## config.mk

```make
export PLATFORM = sky130hd
export DESIGN_NAME = fifo_wr_arbiter
export DESIGN_NICKNAME = d
export VERILOG_FILES = /design/src/rtl/fifo_wr_arbiter_pkg.sv /design/src/rtl/fifo_wr_arbiter_rr_picker.sv /design/src/rtl/fifo_wr_arbiter.sv
export SDC_FILE = /design/constraint.sdc
export NUM_CORES = 1
export LEC_CHECK = 0
export ABC_CLOCK_PERIOD_IN_PS = 2700
export CAP_MARGIN = 20
export CORE_MARGIN = 2
export CORE_UTILIZATION = 40
export DETAILED_ROUTE_END_ITERATION = 12
export PLACE_DENSITY_LB_ADDON = 0.08
export SYNTH_ARGS = -nofsm -noshare
export SYNTH_HDL_FRONTEND = slang
export SYNTH_HIERARCHICAL = 1
export SYNTH_SLANG_ARGS = --single-unit
```

## constraint.sdc

```tcl
create_clock -name clk -period 2.7 [get_ports clk]
set_input_delay 0.405 -clock clk [delete_from_list [all_inputs] [get_ports clk]]
set_output_delay 0.405 -clock clk [all_outputs]
set_load 0.01 [all_outputs]
```

## src/rtl/fifo_wr_arbiter_pkg.sv

```systemverilog
// ---------------------------------------------------------------------------
// fifo_wr_arbiter_pkg
// Shared definitions for the FIFO write-port arbiter:
//   DEFAULT_FIFO_WIDTH - default data width of the shared FIFO
//   ARB_BURST_LEN      - default maximum words per grant
//   arb_state_e        - arbiter FSM states
//   wrap_inc()         - modular increment used for round-robin rotation
// ---------------------------------------------------------------------------
package fifo_wr_arbiter_pkg;

  localparam int DEFAULT_FIFO_WIDTH = 16;
  localparam int ARB_BURST_LEN      = 4;

  typedef enum logic [1:0] {
    ARB_IDLE,
    ARB_BURST,
    ARB_STALL
  } arb_state_e;

  // value + 1, wrapping to 0 at modulus
  function automatic int wrap_inc(input int value, input int modulus);
    return (value + 1 >= modulus) ? 0 : value + 1;
  endfunction

endpackage

```

## src/rtl/fifo_wr_arbiter_rr_picker.sv

```systemverilog
// ---------------------------------------------------------------------------
// rr_picker
// Combinational round-robin priority encoder. Returns the first requester
// found when scanning upward from rr_ptr, wrapping at NUM_REQ-1 to 0.
// Ports:
//   req     in  NUM_REQ          request vector
//   rr_ptr  in  $clog2(NUM_REQ)  index with highest priority
//   winner  out $clog2(NUM_REQ)  selected index (0 when any_req is low)
//   any_req out 1                at least one request is present
// ---------------------------------------------------------------------------
module rr_picker #(
  parameter int NUM_REQ = 4
) (
  input  logic [NUM_REQ-1:0]         req,
  input  logic [$clog2(NUM_REQ)-1:0] rr_ptr,
  output logic [$clog2(NUM_REQ)-1:0] winner,
  output logic                       any_req
);

  localparam int IDX_W = $clog2(NUM_REQ);

  // cand[gi] is the requester index sitting gi places after rr_ptr
  logic [IDX_W-1:0]   cand [NUM_REQ];
  logic [NUM_REQ-1:0] hit;

  for (genvar gi = 0; gi < NUM_REQ; gi++) begin : g_cand
    logic [IDX_W:0] sum;
    logic [IDX_W:0] wrapped;
    assign sum        = {1'b0, rr_ptr} + (IDX_W + 1)'(gi);
    assign wrapped    = sum - (IDX_W + 1)'(NUM_REQ);
    assign cand[gi]   = (sum >= (IDX_W + 1)'(NUM_REQ)) ? wrapped[IDX_W-1:0]
                                                       : sum[IDX_W-1:0];
    assign hit[gi]    = req[cand[gi]];
  end

  // Scan from the far end so the closest hit to rr_ptr is assigned last
  always_comb begin
    winner = '0;
    for (int k = NUM_REQ - 1; k >= 0; k--) begin
      if (hit[k]) begin
        winner = cand[k];
      end
    end
  end

  assign any_req = |req;

endmodule

```

## src/rtl/fifo_wr_arbiter.sv

```systemverilog
// ---------------------------------------------------------------------------
// fifo_wr_arbiter
// Round-robin arbiter sharing one FIFO write port among NUM_REQ producers.
// A grant holder keeps the port for up to BURST_LEN consecutive words. The
// arbiter never writes when the FIFO is full, or when it has one free slot
// and a write is already in flight. All outputs are registered.
// Ports:
//   clk, rst_n        clock, synchronous active-low reset
//   req, req_data     per-producer request and word (slice i = word i)
//   gnt               one-hot: producer i's word was written this cycle
//   fifo_wr_en        FIFO write enable
//   fifo_data_in      FIFO write data
//   fifo_full         FIFO full
//   fifo_almostfull   FIFO has exactly one free slot
//   fifo_wr_ack       FIFO acknowledge, one cycle after an accepted write
//   fifo_overflow     FIFO overflow flag
//   owner             current grant holder index
//   busy              arbiter not idle
//   err_overflow      sticky: fifo_overflow observed
//   err_ack           sticky: write not acknowledged on the next cycle
// ---------------------------------------------------------------------------
module fifo_wr_arbiter
  import fifo_wr_arbiter_pkg::*;
#(
  parameter int NUM_REQ    = 4,
  parameter int FIFO_WIDTH = DEFAULT_FIFO_WIDTH,
  parameter int BURST_LEN  = ARB_BURST_LEN
) (
  input  logic                          clk,
  input  logic                          rst_n,
  input  logic [NUM_REQ-1:0]            req,
  input  logic [NUM_REQ*FIFO_WIDTH-1:0] req_data,
  output logic [NUM_REQ-1:0]            gnt,
  output logic                          fifo_wr_en,
  output logic [FIFO_WIDTH-1:0]         fifo_data_in,
  input  logic                          fifo_full,
  input  logic                          fifo_almostfull,
  input  logic                          fifo_wr_ack,
  input  logic                          fifo_overflow,
  output logic [$clog2(NUM_REQ)-1:0]    owner,
  output logic                          busy,
  output logic                          err_overflow,
  output logic                          err_ack
);

  localparam int IDX_W = $clog2(NUM_REQ);
  localparam int CNT_W = 4;

  arb_state_e             state_reg, state_next;
  logic [IDX_W-1:0]       rr_ptr_reg, rr_ptr_next;
  logic [IDX_W-1:0]       owner_reg, owner_next;
  logic [CNT_W-1:0]       beat_cnt_reg, beat_cnt_next;
  logic [NUM_REQ-1:0]     gnt_reg, gnt_next;
  logic                   wr_en_reg, wr_en_next;
  logic [FIFO_WIDTH-1:0]  data_reg, data_next;
  logic                   busy_reg;
  logic                   wr_en_d_reg;
  logic                   err_overflow_reg;
  logic                   err_ack_reg;

  logic [FIFO_WIDTH-1:0]  word_arr [NUM_REQ];
  logic [IDX_W-1:0]       winner;
  logic                   any_req;
  logic                   can_wr;
  logic                   issue;
  logic [IDX_W-1:0]       sel;

  for (genvar gi = 0; gi < NUM_REQ; gi++) begin : g_words
    assign word_arr[gi] = req_data[gi*FIFO_WIDTH +: FIFO_WIDTH];
  end

  rr_picker #(
    .NUM_REQ (NUM_REQ)
  ) u_picker (
    .req     (req),
    .rr_ptr  (rr_ptr_reg),
    .winner  (winner),
    .any_req (any_req)
  );

  // A write registered last cycle lands on the next edge, so with one free
  // slot left that write already fills the FIFO.
  assign can_wr = !fifo_full && !(fifo_almostfull && wr_en_reg);

  always_comb begin
    state_next    = state_reg;
    rr_ptr_next   = rr_ptr_reg;
    owner_next    = owner_reg;
    beat_cnt_next = beat_cnt_reg;
    gnt_next      = '0;
    wr_en_next    = 1'b0;
    data_next     = data_reg;
    issue         = 1'b0;
    sel           = owner_reg;

    case (state_reg)
      ARB_IDLE: begin
        if (any_req) begin
          owner_next    = winner;
          sel           = winner;
          beat_cnt_next = '0;
          if (can_wr) begin
            issue         = 1'b1;
            beat_cnt_next = CNT_W'(1);
            state_next    = ARB_BURST;
          end else begin
            state_next = ARB_STALL;
          end
        end
      end

      ARB_BURST: begin
        if (beat_cnt_reg == CNT_W'(BURST_LEN) || !req[owner_reg]) begin
          state_next  = ARB_IDLE;
          rr_ptr_next = IDX_W'(wrap_inc(int'(owner_reg), NUM_REQ));
        end else if (can_wr) begin
          issue         = 1'b1;
          beat_cnt_next = beat_cnt_reg + CNT_W'(1);
        end else begin
          state_next = ARB_STALL;
        end
      end

      ARB_STALL: begin
        // Only entered with beat_cnt below BURST_LEN, so no length check
        if (!req[owner_reg]) begin
          state_next  = ARB_IDLE;
          rr_ptr_next = IDX_W'(wrap_inc(int'(owner_reg), NUM_REQ));
        end else if (can_wr) begin
          issue         = 1'b1;
          beat_cnt_next = beat_cnt_reg + CNT_W'(1);
          state_next    = ARB_BURST;
        end
      end

      default: begin
        state_next = ARB_IDLE;
      end
    endcase

    if (issue) begin
      wr_en_next = 1'b1;
      gnt_next   = NUM_REQ'(1) << sel;
      data_next  = word_arr[sel];
    end
  end

  always_ff @(posedge clk) begin
    if (!rst_n) begin
      state_reg        <= ARB_IDLE;
      rr_ptr_reg       <= '0;
      owner_reg        <= '0;
      beat_cnt_reg     <= '0;
      gnt_reg          <= '0;
      wr_en_reg        <= 1'b0;
      data_reg         <= '0;
      busy_reg         <= 1'b0;
      wr_en_d_reg      <= 1'b0;
      err_overflow_reg <= 1'b0;
      err_ack_reg      <= 1'b0;
    end else begin
      state_reg        <= state_next;
      rr_ptr_reg       <= rr_ptr_next;
      owner_reg        <= owner_next;
      beat_cnt_reg     <= beat_cnt_next;
      gnt_reg          <= gnt_next;
      wr_en_reg        <= wr_en_next;
      data_reg         <= data_next;
      busy_reg         <= (state_next != ARB_IDLE);
      // wr_en_d_reg marks the edge at which the FIFO must present wr_ack
      wr_en_d_reg      <= wr_en_reg;
      err_overflow_reg <= err_overflow_reg | fifo_overflow;
      err_ack_reg      <= err_ack_reg | (wr_en_d_reg & ~fifo_wr_ack);
    end
  end

  assign gnt          = gnt_reg;
  assign fifo_wr_en   = wr_en_reg;
  assign fifo_data_in = data_reg;
  assign owner        = owner_reg;
  assign busy         = busy_reg;
  assign err_overflow = err_overflow_reg;
  assign err_ack      = err_ack_reg;

endmodule

```

## Word-level counts from Yosys, hierarchy flattened

Cells that the tools add are included.

| word-level totals | value |
|---|---|
| bits in registers | 35 |
| input port bits | 74 |
| output and inout bits | 26 |

| cells by class | value |
|---|---|
| add/sub/neg operators | 9 |
| $lt $le $gt $ge | 11 |
| eq/ne operators | 8 |
| shift-type cells | 1 |
| multiplexer cells | 46 |
| bitwise logic cells | 5 |
| reduce and logical (&&, ||, !) cells | 14 |

Operator list:

| operator | number |
|---|---|
| $mux 2 | 19 |
| $bmux 16 s2 | 1 |
| $mux 16 | 2 |
| $mux 4 | 4 |
| $ge 3x3->1 const B | 5 |
| $lt 2x3->1 const B | 5 |
| $pmux 4 s3 | 1 |
| $mux 1 | 11 |
| $bmux 1 s2 | 5 |
| $ne 2x2->1 const B | 5 |
| $sub 2x1->2 const B | 4 |
| $add 2x1->3 const B | 2 |
| $add 2x2->3 const B | 2 |
| $pmux 2 s3 | 1 |
| $add 4x1->4 const B | 1 |
| $eq 4x3->1 const B | 1 |
| $pmux 2 s2 | 1 |
| $reduce_and 4->1 | 1 |
| $reduce_bool 2->1 | 2 |
| $reduce_or 4->1 | 1 |
| $shl 1x2->4 const A | 1 |
| $ge 2x3->1 const B | 1 |
| $logic_not 1->1 | 3 |
| $not 2->3 | 1 |
| 12 further kinds | 14 |

## Logic depth before layout (Yosys ltp)

Gate-level depths: netlist of run 1.

| logic depth | value |
|---|---|
| depth after elaboration | 15 |
| depth in mapped cells | 10 |
| mapped depth without buffers | 8 |

## Modules after synthesis

Netlist of run 1, hierarchy kept.

By module, submodules not included:

| module | instances | cells an instance | area an instance (µm²) | sequential area each (µm²) |
|---|---|---|---|---|
| fifo_wr_arbiter | 1 | 258 | 1968.1 | 700.7 |
| rr_picker | 1 | 13 | 77.6 | 0.0 |

## Worst setup path after synthesis of run 1

OpenSTA, ideal clock, no wires.

| timing | value |
|---|---|
| path type | input -> register |
| start | input port req[3] |
| end | register data_reg[11] (netlist: fifo_data_in[11]) |
| library setup time | 0.071 ns |
| arrival time | 2.167 ns |
| data required time | 2.629 ns |
| setup slack | 0.463 ns |
| stages | 9 |
| path through | nand2b_1 a211oi_1 nor2_1 and3_1 a21oi_1 clkbuf_1 a21oi_1 a221o_1 a21oi_1 |

| on the way | value |
|---|---|
| word-level cells in the longest chain between the ends | 12 |

RTL lines:

| item | line | source |
|---|---|---|
| start, declared | fifo_wr_arbiter.sv:31 | `input logic [NUM_REQ-1:0] req,` |
| $bmux 1 s2 | fifo_wr_arbiter_rr_picker.sv:33 | `assign hit[gi] = req[cand[gi]];` |
| $mux 1 (implied by the code) | fifo_wr_arbiter_rr_picker.sv:33 |  |
| $mux 2 (3 in a row) | fifo_wr_arbiter_rr_picker.sv:40 | `if (hit[k]) begin` |
| $mux 2 (*) | fifo_wr_arbiter_rr_picker.sv:40 |  |
| named net winner[1] | fifo_wr_arbiter.sv:62 | `logic [IDX_W-1:0] winner;` |
| $mux 2 (*) | n/a |  |
| $mux 2 (*) | fifo_wr_arbiter.sv:96 | `case (state_reg)` |
| $not 2->3 (implied by the code) (*) | fifo_wr_arbiter.sv:144 | `data_next = word_arr[sel];` |
| $bmux 16 s2 (*) | fifo_wr_arbiter.sv:144 |  |
| $mux 16 (implied by the code) (*) (2 in a row) | fifo_wr_arbiter.sv:144 |  |
| end signal, assigned | fifo_wr_arbiter.sv:168 | `data_reg <= data_next;` |
| end, declared | fifo_wr_arbiter.sv:55 | `logic [FIFO_WIDTH-1:0] data_reg, data_next;` |

The timed path passes the listed nets; every way through them passes the cells marked *. The select of a mux whose other input is x is not followed.
A chain may end at the register's enable or synchronous reset.

## Worst setup path after layout of run 1

| timing | value |
|---|---|
| start | input port req[3] |
| end | register data_reg[9] (netlist: fifo_data_in[9]) |

RTL lines:

| item | line | source |
|---|---|---|
| $reduce_or 4->1 (*) | fifo_wr_arbiter_rr_picker.sv:46 | `assign any_req = \|req;` |
| named net any_req | fifo_wr_arbiter.sv:63 | `logic any_req;` |
| $mux 2 | n/a |  |
| $mux 2 | fifo_wr_arbiter.sv:96 |  |
| $not 2->3 (implied by the code) | fifo_wr_arbiter.sv:144 |  |
| $bmux 16 s2 | fifo_wr_arbiter.sv:144 |  |
| $mux 16 (implied by the code) (2 in a row) | fifo_wr_arbiter.sv:144 |  |

Marked as above.

==> results.yml, run 1 <==
grt:
  grt_pass1_vias: 2127
  grt_pass1_wl_um: 9370
  grt_max_degree: 35
  grt-ovfl-total: 0
  antenna_found_initial: 0
  grt.total_usage_pct: 21.3
floorplanning:
  ioPinCount: 100
  die_y_um: 75.5
  die_x_um: 75.5
  start_util_pct: 40.8
  coreArea_um2: 5010
  die-area_um2: 5700
  rows: 26
sta:
  hold_viol_final: 0
  max_slew_margin_pct: 62.8
  finalCritPeriodShare_pct: 87.8
  max_freq_mhz: 422
  whs_ns: 0.454
  slew_violations: 0
  fin_tns_setup_ns: 0
  min_period_ns: 2.37
  tightest_slew_ns: 0.553
  fin_skew_ns: 0.00868
  setup_viol: 0
  rsz0062_at_grt: "no"
finish:
  n_antenna_cell: 0
  fin_util_pct: 65.4
  drive_gt1_share_pct: 6.76
  areaGrowthSynthToFinish_pct: 60.2
  largest_reg_flops: 16
  stdcell_count: 440
  fin_nets: 450
power:
  leakagePower_uw: 0.00129
  ir_worst_vdd_mv: 0.290
  cellPowerDensity_nw_per_um2: 582
critical_path:
  path_class: "in -> reg"
  worstPathArrival_ns: 2.58
  worstPathRequired_ns: 2.91
  slowest_delay_ns: 0.68
  path_max_fanout: 32
  crit_family: "simple AND/OR/NAND/NOR gates"
  crit_buf_inv: 1
  cp_slowest_cell: "or4_4"
  path_cells: "clkdlybuf4s50_1 > nor2_1 > nand2_1 > nand2_1 > o21ba_1 > or4_4 > a221o_1 > a21oi_1"
  path_common_cell: "nand2_1"
  critPathCaptureType: "flip-flop"
  startpoint_type: "primary input"
cts:
  clkSlewWorstSetupHoldPaths_ns: 0.08
  clk_latency_ns: 0.29
  postCtsSetupBuffers: 0
  cts_max_level: 2
  numCtsBuffers: 5
  cts_root_buf: "clkbuf_8"
  hold_buffers: 0
  cts_tree: "yes"
  cts.sinks: 35
  cts_resized: 0
  cts_buffer_depth: 2
synthesis:
  syn-num-nets: 352
  synth_top_cell_by_area: "dfxtp_1"
  synth_async_sr_flop_share_pct: 0
  synthCells: 271
  synth-main-ff-cell: "dfxtp_1"
  synth_compound_area_share_pct: 30.7
  syn_area_um2: 2050
  synthAdderAreaFrac_pct: 4.28
  synth_top_family_by_area: "compound AO/OA/AOI/OAI gates"
  ys_ff_latch: 35
  synth-simple-area-share_pct: 21.2
  synth_cell_type_count: 42
  synth_edf_count: 0
  yosysSeqAreaShare_pct: 34.3
  synthXorXnorAreaFrac_pct: 0
  muxShareOfSynthArea_pct: 3.55
  yosysMostFrequentCell: "a21oi_1"
  ys_warn_count: 6
  synthTopCellsByArea: "dfxtp_1, a21oi_1, nand2_1"
  syn_avg_cell_area_um2: 7.55
  synth_common_cells: "a21oi_1, nand2_1, dfxtp_1, nor2_1"
  synth_top_area_share_pct: 34.3
placed_design:
  placed_cells: 432
  gp_congestion: 0.771
  port_buffers: 99
  post-dp-hpwl_um: 4440
routing:
  wl_um: 6040
  drt-wirelength-per-cell_um: 13.7
  drt-initial-drc-count: 79
  vias: 2315
  first_pass_iters: 4
  post-route-drc-count: 0
  ant_nets: 0
  vias_per_cell: 5.26
run_status:
  status: "complete, no violations"
run:
  maxCapViolations: 0
worst_hold_path:
  hold_class: "reg -> reg"
kinds of logic after synthesis:
| family | count (synthesis) |
|---|---|
| AOI/OAI and AO/OA | 97 |
| adders and majority gates | 7 |
| buffers and inverters | 27 |
| DFF | 35 |
| muxes | 6 |
| and+or+nand+nor | 99 |
cell usage in the layout, fill, tap and decap left out, types with 2 or more instances in the layout:
master | synthesis | routed
o22ai_1 | 2 | 2
a21o_1 | 3 | 3
nand3_1 | 2 | 2
buf_4 | 0 | 9
a21oi_1 | 57 | 57
nand2_1 | 56 | 56
nand4_1 | 3 | 3
clkbuf_8 | 0 | 5
inv_1 | 7 | 7
bufinv_16 | 0 | 2
clkdlybuf4s50_1 | 0 | 99
or3_1 | 2 | 2
a31oi_1 | 2 | 2
ha_1 | 7 | 7
a221o_1 | 16 | 16
nand2b_1 | 4 | 4
or2_2 | 2 | 2
nor2_1 | 21 | 20
o21ai_0 | 4 | 4
dfxtp_1 | 35 | 35
buf_12 | 0 | 2
and3_1 | 2 | 2
mux2i_1 | 5 | 5
tightest hold or removal path: stages (launching register included):
cell	delay [ns]
dfxtp_1	0.31
nand2_1	0.05
a21oi_1	0.05
final timing paths:
path                                     start                           end  slack, ns  depth (start not counted)
hold / removal    fifo_data_in[2]$_SDFFE_PN0P_  fifo_data_in[2]$_SDFFE_PN0P_       0.45                          2
setup / recovery                        req[3]  fifo_data_in[9]$_SDFFE_PN0P_       0.33                          8
setup reg to reg       state_reg[0]$_SDFF_PN0_  fifo_data_in[9]$_SDFFE_PN0P_       0.35                          7
hold reg to reg   fifo_data_in[2]$_SDFFE_PN0P_  fifo_data_in[2]$_SDFFE_PN0P_       0.45                          2
report_power, final:
| part | switching (uW) | total (uW) | internal, uW |
|---|---|---|---|
| combinational | 349 | 722 | 373 |
| sequential | 40.4 | 617 | 576 |
| clock | 201 | 570 | 368 |
| total | 590 | 1910 | 1320 |
layer usage:
| metal | wire [um] | GRT usage [%] | vias to the layer above |
|---|---|---|---|
| met5 | 0 | 0 | - |
| met4 | 62 | 6.04 | 0 |
| met3 | 504 | 6.88 | 4 |
| met2 | 2900 | 35.5 | 79 |
| met1 | 2570 | 26.4 | 1063 |
| li1 | - | - | 1169 |
layout make-up:
cell class,instances,area (um^2)
Fill cell,454,1730
Multi-Input combinational cell,209,1220
Timing Repair Buffer,110,1100
Sequential cell,35,701
Tap cell,70,87.6
Clock buffer,5,68.8
Clock inverter,3,67.6
Inverter,8,30.0
stage by stage:
| step | power [uW] | setup WS [ns] | instance area (um^2) |
|---|---|---|---|
| after floorplan | 1040 | 0.463 | 2050 |
| after global placement | 1340 | 0.113 | 3140 |
| after detailed placement | 1350 | 0.0428 | 3140 |
| after CTS | 1930 | 0.336 | 3280 |
| after global routing | 2030 | 0.162 | 3280 |
| final | 1910 | 0.330 | 3280 |
No activity file was read; power rests on OpenSTA's default activity.
==> run 2, diff against run 1 <==
- CAP_MARGIN: 20 -> not set
==> results of run 2 <==
Same layout as run 1: the final DEF is identical, and so are final timing and power.
==> run 3, diff against run 2 <==
- SLEW_MARGIN: not set -> 20
==> results of run 3 <==
Same layout as run 1: the final DEF is identical, and so are final timing and power.
